==> config.mk <==
export PLATFORM = sky130hd
export DESIGN_NAME = fetch_unit
export DESIGN_NICKNAME = d
export VERILOG_FILES = /design/src/rtl/fetch_unit.sv
export SDC_FILE = /design/constraint.sdc
export NUM_CORES = 1
export LEC_CHECK = 0
export CAP_MARGIN = 30
export CORE_MARGIN = 1.5
export CORE_UTILIZATION = 40
export DETAILED_ROUTE_END_ITERATION = 10
export PLACE_DENSITY = 0.7
export SYNTH_ARGS = -nofsm -noshare
export SYNTH_HDL_FRONTEND = slang
export SYNTH_SLANG_ARGS = --single-unit
==> constraint.sdc <==
create_clock -name clk -period 2.8 [get_ports clk]
set_clock_uncertainty 0.2 [all_clocks]
set_input_delay 0.56 -clock clk [delete_from_list [all_inputs] [get_ports clk]]
set_output_delay 0.56 -clock clk [all_outputs]
set_load 0.01 [all_outputs]
==> src/rtl/fetch_unit.sv <==
// Instruction-fetch stage of the 16-bit WISC CPU: PC, level-request imem port, valid/ready to decode.
// Optional one-entry skid buffer for back-to-back fetch is enabled by defining FETCH_BUFFER_EN.
module fetch_unit #(
  parameter logic [15:0] RESET_PC = 16'h0000
) (
  input  logic        clk,
  input  logic        rst_n,
  input  logic        redirect,
  input  logic [15:0] redirect_pc,
  input  logic        halt,
  output logic        imem_req,
  output logic [15:0] imem_addr,
  input  logic        imem_ack,
  input  logic [15:0] imem_data,
  output logic        inst_valid,
  output logic [15:0] inst,
  output logic [15:0] inst_pc,
  output logic [15:0] inst_pc_plus2,
  input  logic        inst_ready,
  output logic        halted
);

  typedef enum logic [1:0] {IDLE, FETCH, HOLD, HALTED} state_t;

  localparam logic [15:0] RESET_PC_EVEN = RESET_PC & 16'hFFFE;

  state_t      state, state_nxt;
  logic [15:0] pc, pc_nxt, pc_plus2;
  logic        ack, hs, load_imem;

`ifdef FETCH_BUFFER_EN
  logic        buf_vld, buf_wr, buf_clr, load_buf;
  logic [15:0] buf_inst, buf_pc;
`endif

  assign pc_plus2   = pc + 16'd2;
  assign imem_addr  = pc;
  assign inst_valid = (state == HOLD);
  assign halted     = (state == HALTED);
`ifdef FETCH_BUFFER_EN
  assign imem_req   = (state == FETCH) || ((state == HOLD) && !buf_vld);
`else
  assign imem_req   = (state == FETCH);
`endif
  assign ack = imem_req && imem_ack;
  assign hs  = inst_valid && inst_ready;

  always_comb begin
    state_nxt = state;
    pc_nxt    = pc;
    load_imem = 1'b0;
`ifdef FETCH_BUFFER_EN
    load_buf  = 1'b0;
    buf_wr    = 1'b0;
    buf_clr   = 1'b0;
`endif
    if (state != HALTED && halt) begin
      state_nxt = HALTED;
`ifdef FETCH_BUFFER_EN
      buf_clr   = 1'b1;
`endif
    end else if (state != HALTED && redirect) begin
      // Redirect wins over any same-cycle ack or handshake.
      pc_nxt    = redirect_pc & 16'hFFFE;
      state_nxt = FETCH;
`ifdef FETCH_BUFFER_EN
      buf_clr   = 1'b1;
`endif
    end else begin
      case (state)
        IDLE:  state_nxt = FETCH;
        FETCH: begin
          if (ack) begin
            load_imem = 1'b1;
            pc_nxt    = pc_plus2;
            state_nxt = HOLD;
          end
        end
        HOLD: begin
`ifdef FETCH_BUFFER_EN
          if (buf_vld) begin
            if (hs) begin
              load_buf = 1'b1;
              buf_clr  = 1'b1;
            end
          end else if (ack) begin
            pc_nxt = pc_plus2;
            if (hs) load_imem = 1'b1;
            else    buf_wr    = 1'b1;
          end else if (hs) begin
            state_nxt = FETCH;
          end
`else
          if (hs) state_nxt = FETCH;
`endif
        end
        default: ;
      endcase
    end
  end

  always_ff @(posedge clk or negedge rst_n) begin
    if (!rst_n) begin
      state         <= IDLE;
      pc            <= RESET_PC_EVEN;
      inst          <= 16'h0000;
      inst_pc       <= 16'h0000;
      inst_pc_plus2 <= 16'h0000;
`ifdef FETCH_BUFFER_EN
      buf_vld       <= 1'b0;
`endif
    end else begin
      state <= state_nxt;
      pc    <= pc_nxt;
      if (load_imem) begin
        inst          <= imem_data;
        inst_pc       <= pc;
        inst_pc_plus2 <= pc_plus2;
      end
`ifdef FETCH_BUFFER_EN
      else if (load_buf) begin
        inst          <= buf_inst;
        inst_pc       <= buf_pc;
        inst_pc_plus2 <= buf_pc + 16'd2;
      end
      if (buf_clr)     buf_vld <= 1'b0;
      else if (buf_wr) buf_vld <= 1'b1;
`endif
    end
  end

`ifdef FETCH_BUFFER_EN
  // Skid buffer payload carries no reset; buf_vld qualifies it.
  always_ff @(posedge clk) begin
    if (buf_wr) begin
      buf_inst <= imem_data;
      buf_pc   <= pc;
    end
  end
`endif

endmodule

After elaboration in Yosys (flattened, before gate mapping) --
Cells that the tools add are included.
Word-level totals: register bits after elaboration 66, output and inout port bits 67, logic and storage cells 35
Operators by class: add/subtract/negate cells 1, eq/ne operators 6, multiplexer cells 12, bitwise operators 1, reduce and logical (&&, ||, !) cells 10
Operator list (number):
- 2-to-1 mux 16 bit | 3
- adder 16 x 2 -> 16 bit, second input constant | 1
- 2-to-1 mux 2 bit | 4
- inequality test 4 x 1 -> 1 bit, second input constant | 2
- case mux 2 bit (3 select lines) | 1
- AND reduction 3 bit | 2
- nonzero test 5 bit | 1
- equality test 2 bit, second input constant | 2
- logical AND 1 bit | 4
- 2-to-1 mux 1 bit | 4
- nonzero test 2 bit | 2
- equality test 2 x 1 -> 1 bit, second input constant | 1
- logical NOT 2 bit | 1
- inequality test 2 bit, second input constant | 1
- inverter 1 bit | 1

Longest topological paths before layout --
depth in word-level cells 6, gate-level depth with buffers 8, gate-level depth less buffers 5

Least setup slack after synthesis --
OpenSTA, ideal clock, no wires.
kind input-to-reg, start point input port redirect, end point register pc[14] (netlist: imem_addr[14]), setup time 0.071 ns, data arrival time 1.917 ns, data required time 2.529 ns, slack 0.612 ns, stages 5, buffers on the path 2, cells stage by stage clkbuf_1 -> or4_1 -> clkbuf_1 -> or4_4 -> nand4_1
Between the ends: cells in the longest elaborated chain, start to end 3, elaborated cells between the ends (all ways) 5
RTL lines:
- start, declared | RTL line 8 | input logic redirect,
- logical AND 1 bit (*) | RTL line 62 | end else if (state != HALTED && redirect) begin
- nonzero test 2 bit (no source line)
- AND reduction 3 bit (no source line)
- end signal, assigned | RTL line 114 | pc <= pc_nxt;
- end, declared | RTL line 28 | logic [15:0] pc, pc_nxt, pc_plus2;
Mark *: on every way between the ends. The rest lies on a longest branch, timed or not. A chain may end at the register's enable or synchronous reset.

Final worst setup path --
start point register state[1], end point output port halted
Between the ends: cells in the longest elaborated chain, start to end 1
RTL lines:
- start, declared | RTL line 27 | state_t state, state_nxt;
- start signal, assigned | RTL line 113 | state <= state_nxt;
- equality test 2 bit | RTL line 39 | assign halted = (state == HALTED);
- end, declared | RTL line 20 | output logic halted
Every way passes these cells.

==> metrics <==
hold buffers post-CTS 0; slowest CP cell sky130_fd_sc_hd__clkdlybuf4s50_1; type of the worst setup path reg -> out; GRT Total Usage 0.204; final weighted congestion in routability-driven placement 0.836; number of routed nets with antenna violations 0; highest clock frequency the design can meet ~420 MHz; clock net sink count 63; Setup Buffers After CTS 0; maximum count of clock buffers along a single path 2; Diodes inserted 0; post-layout minimum cycle time 2.40 ns; Synth async-reset ratio 1.00; floorplan core area 6940 um2; share of cells above drive strength 1 0.0737; TritonRoute pass-1 iters 4; post-route setup slack 0.403 ns; final count of pins violating max slew 0; total wire length 7510 um; cell type group with the largest total delay on the critical path buffers and inverters; Hold Slack 0.200 ns; Die Outline Area ~7800 um2; total power divided by cell area approximately 500 nW/um2; worst slew pin tran 0.789 ns; post-route fraction of the period consumed by the critical path 0.856; met1 WL 3250 um; post-synthesis average cell area about 8.8 um2; initial cell density of the core 0.421; number of nets in the final layout between 400 and 500; number of cells upsized or downsized after cts 0; Hold/Removal Path Class in -> async; total overflow reported by the global router 0; drt via density 5.06; insertion delay to the later sink of the worst-skew pair between 0.3 and 0.4 ns; Clock Tree Root sky130_fd_sc_hd__clkbuf_8; most area-consuming cells after synthesis sky130_fd_sc_hd__dfrtp_1, sky130_fd_sc_hd__nand2_1, sky130_fd_sc_hd__clkbuf_1; worst path bufs/invs 1; first-iteration detailed-routing DRC count 170; gate count of the mapped netlist 334; row cnt 30; sequential fraction of the synthesis area 0.539; cell chain of the critical path and2_1 -> clkdlybuf4s50_1; amount of wire on met2 after detailed routing 3580 um; count of warnings emitted by yosys 0; Post-synth EDFFs 0; largest stage delay on the critical path ~0.55 ns; count of buffers from port buffering 100; most frequent cells after synthesis sky130_fd_sc_hd__nand2_1, sky130_fd_sc_hd__dfrtp_1, sky130_fd_sc_hd__clkbuf_1; dominant cell type by area after synthesis sky130_fd_sc_hd__dfrtp_1; clock tree from TritonCTS done; Crit. End Element output pin; die width 88.5 um; height of the die 88.5 um; proportion of netlist area held by the largest area contributor 0.539; clock slew at reported path FFs 0.07 ns; vias in the first global route approximately 2,500; pre-CTS setup slack 0.153 ns; flop and latch count out of synthesis 63; HPWL Detailed slightly above 5000 um; area added between synthesis and finish 45.0%; setup repair after global routing missed its margin false; number of remaining DRC errors 0; Maximum Capacitance Violations 0; met3 routed WL around 570 um; Yosys cell types 39; antenna violations before repair 0; most repeated cell in the gate-level netlist after synthesis sky130_fd_sc_hd__nand2_1; maximum number of pins on one net before global-route repair 64; total of endpoints with negative setup slack in the final report 0; Req. time, crit path 2.04 ns; top sig layer met4; first-pass GRT wire length roughly 12,000 um; overall via count from detail_route 2,683; H-Tree Depth 3; category of the worst setup path launch point flip-flop; routed length per instance 14.2 um; sum of negative setup slack 0 ns; Fin. Hold Viols 0; number of primary I/O pins 105; CP Data Arrival Time 1.64 ns; largest fanout of any net on the critical path 9; result of the run finished, final reports clean; relative max-transition margin 0.474; cell area after synthesis 2930 um2; leakage power of the design 0.00192 uW; worst IR drop on VDD 0.281 mV; CTS Buf Count 9; dominant synthesized flop cell sky130_fd_sc_hd__dfrtp_1
-- power by group --
| part | internal, uW | switching, uW | leakage [uW] | total, uW |
|---|---|---|---|---|
| logic | 139 | 92.7 | 0.000971 | 232 |
| clock network | 504 | 356 | 0.000107 | 860 |
| registers | 944 | 49.0 | 0.000838 | 993 |
-- registers in the layout, summed over array words and instances, names as in the netlist --
signal         count
imem_addr         15
inst_pc_plus2     15
inst_pc           15
state              2
inst              16
-- through the flow --
step	area (um2)	instances	power, uW	util
finish	4240	530	2080	0.611
global route	4240	530	2180	0.611
CTS	4240	530	2110	0.611
detailed placement	4030	514	1240	0.580
global placement	4030	514	1240	0.580
floorplan	2930	336	1080	-
-- per-layer routing --
| metal | vias up | GRT usage |
|---|---|---|
| li1 | 1306 | - |
| met1 | 1264 | 0.263 |
| met2 | 104 | 0.322 |
| met3 | 9 | 0.0588 |
| met4 | 0 | 0.0895 |
| met5 | - | 0 |
-- cells by family (layout without fill, tap and decap cells) --
group | after synthesis | count (layout) | share of synthesized area
and+or+nand+nor | 172 | 172 | 0.259
other | 1 | 3 | 0.00128
xor gates and xnor gates | 11 | 11 | 0.0329
DFF | 63 | 63 | 0.539
AOI/OAI and AO/OA | 54 | 54 | 0.115
muxes | 1 | 1 | 0.00342
buffers and inverters | 31 | 129 | 0.0458
adders and majority gates | 1 | 1 | 0.00428
-- path summary, 6_finish.rpt --
check | end | slack [ns] | startpoint | depth (start not counted)
worst max-delay path | halted | 0.40 | state[1] | 2
worst min-delay path | imem_addr[11] | 0.20 | rst_n | 2
worst max register to register | imem_addr[14] | 0.64 | state[1] | 3
worst min register to register | inst_pc[12] | 0.27 | inst_pc[12] | 2
max in group asynchronous | inst_pc[1] | 1.69 | rst_n | 2
min in group clk | inst_pc[12] | 0.27 | inst_pc[12] | 2
-- layout make-up --
type	count	area [um2]
Multi-Input combinational cell	242	1230
Clock inverter	5	82.6
Clock buffer	11	131
Sequential cell	63	1580
Inverter	2	7.51
Fill cell	620	2700
Tap cell	96	120
Timing Repair Buffer	111	1090
-- placed cells by master, fill, tap and decap left out, types with 2 or more instances in the layout --
master	n
sky130_fd_sc_hd__nand2_1	126
sky130_fd_sc_hd__clkdlybuf4s50_1	99
sky130_fd_sc_hd__dfrtp_1	63
sky130_fd_sc_hd__o21ai_0	15
sky130_fd_sc_hd__a21oi_1	13
sky130_fd_sc_hd__nand3_1	13
sky130_fd_sc_hd__buf_4	10
sky130_fd_sc_hd__clkbuf_8	9
sky130_fd_sc_hd__nor2_1	7
sky130_fd_sc_hd__xor2_1	7
sky130_fd_sc_hd__o22ai_1	6
sky130_fd_sc_hd__a2bb2oi_1	6
sky130_fd_sc_hd__nand4_1	5
sky130_fd_sc_hd__xnor2_1	4
sky130_fd_sc_hd__and3_1	3
sky130_fd_sc_hd__o211ai_1	3
sky130_fd_sc_hd__a31oi_1	3
sky130_fd_sc_hd__nand3b_1	3
sky130_fd_sc_hd__conb_1	3
sky130_fd_sc_hd__nor2b_1	2
sky130_fd_sc_hd__and4_1	2
sky130_fd_sc_hd__or3_1	2
sky130_fd_sc_hd__o21a_1	2
sky130_fd_sc_hd__o22a_1	2
sky130_fd_sc_hd__inv_1	2
sky130_fd_sc_hd__bufinv_16	2
sky130_fd_sc_hd__clkinv_4	2
sky130_fd_sc_hd__clkbuf_1	2
Note: power is estimated with default switching activity, not from simulation.
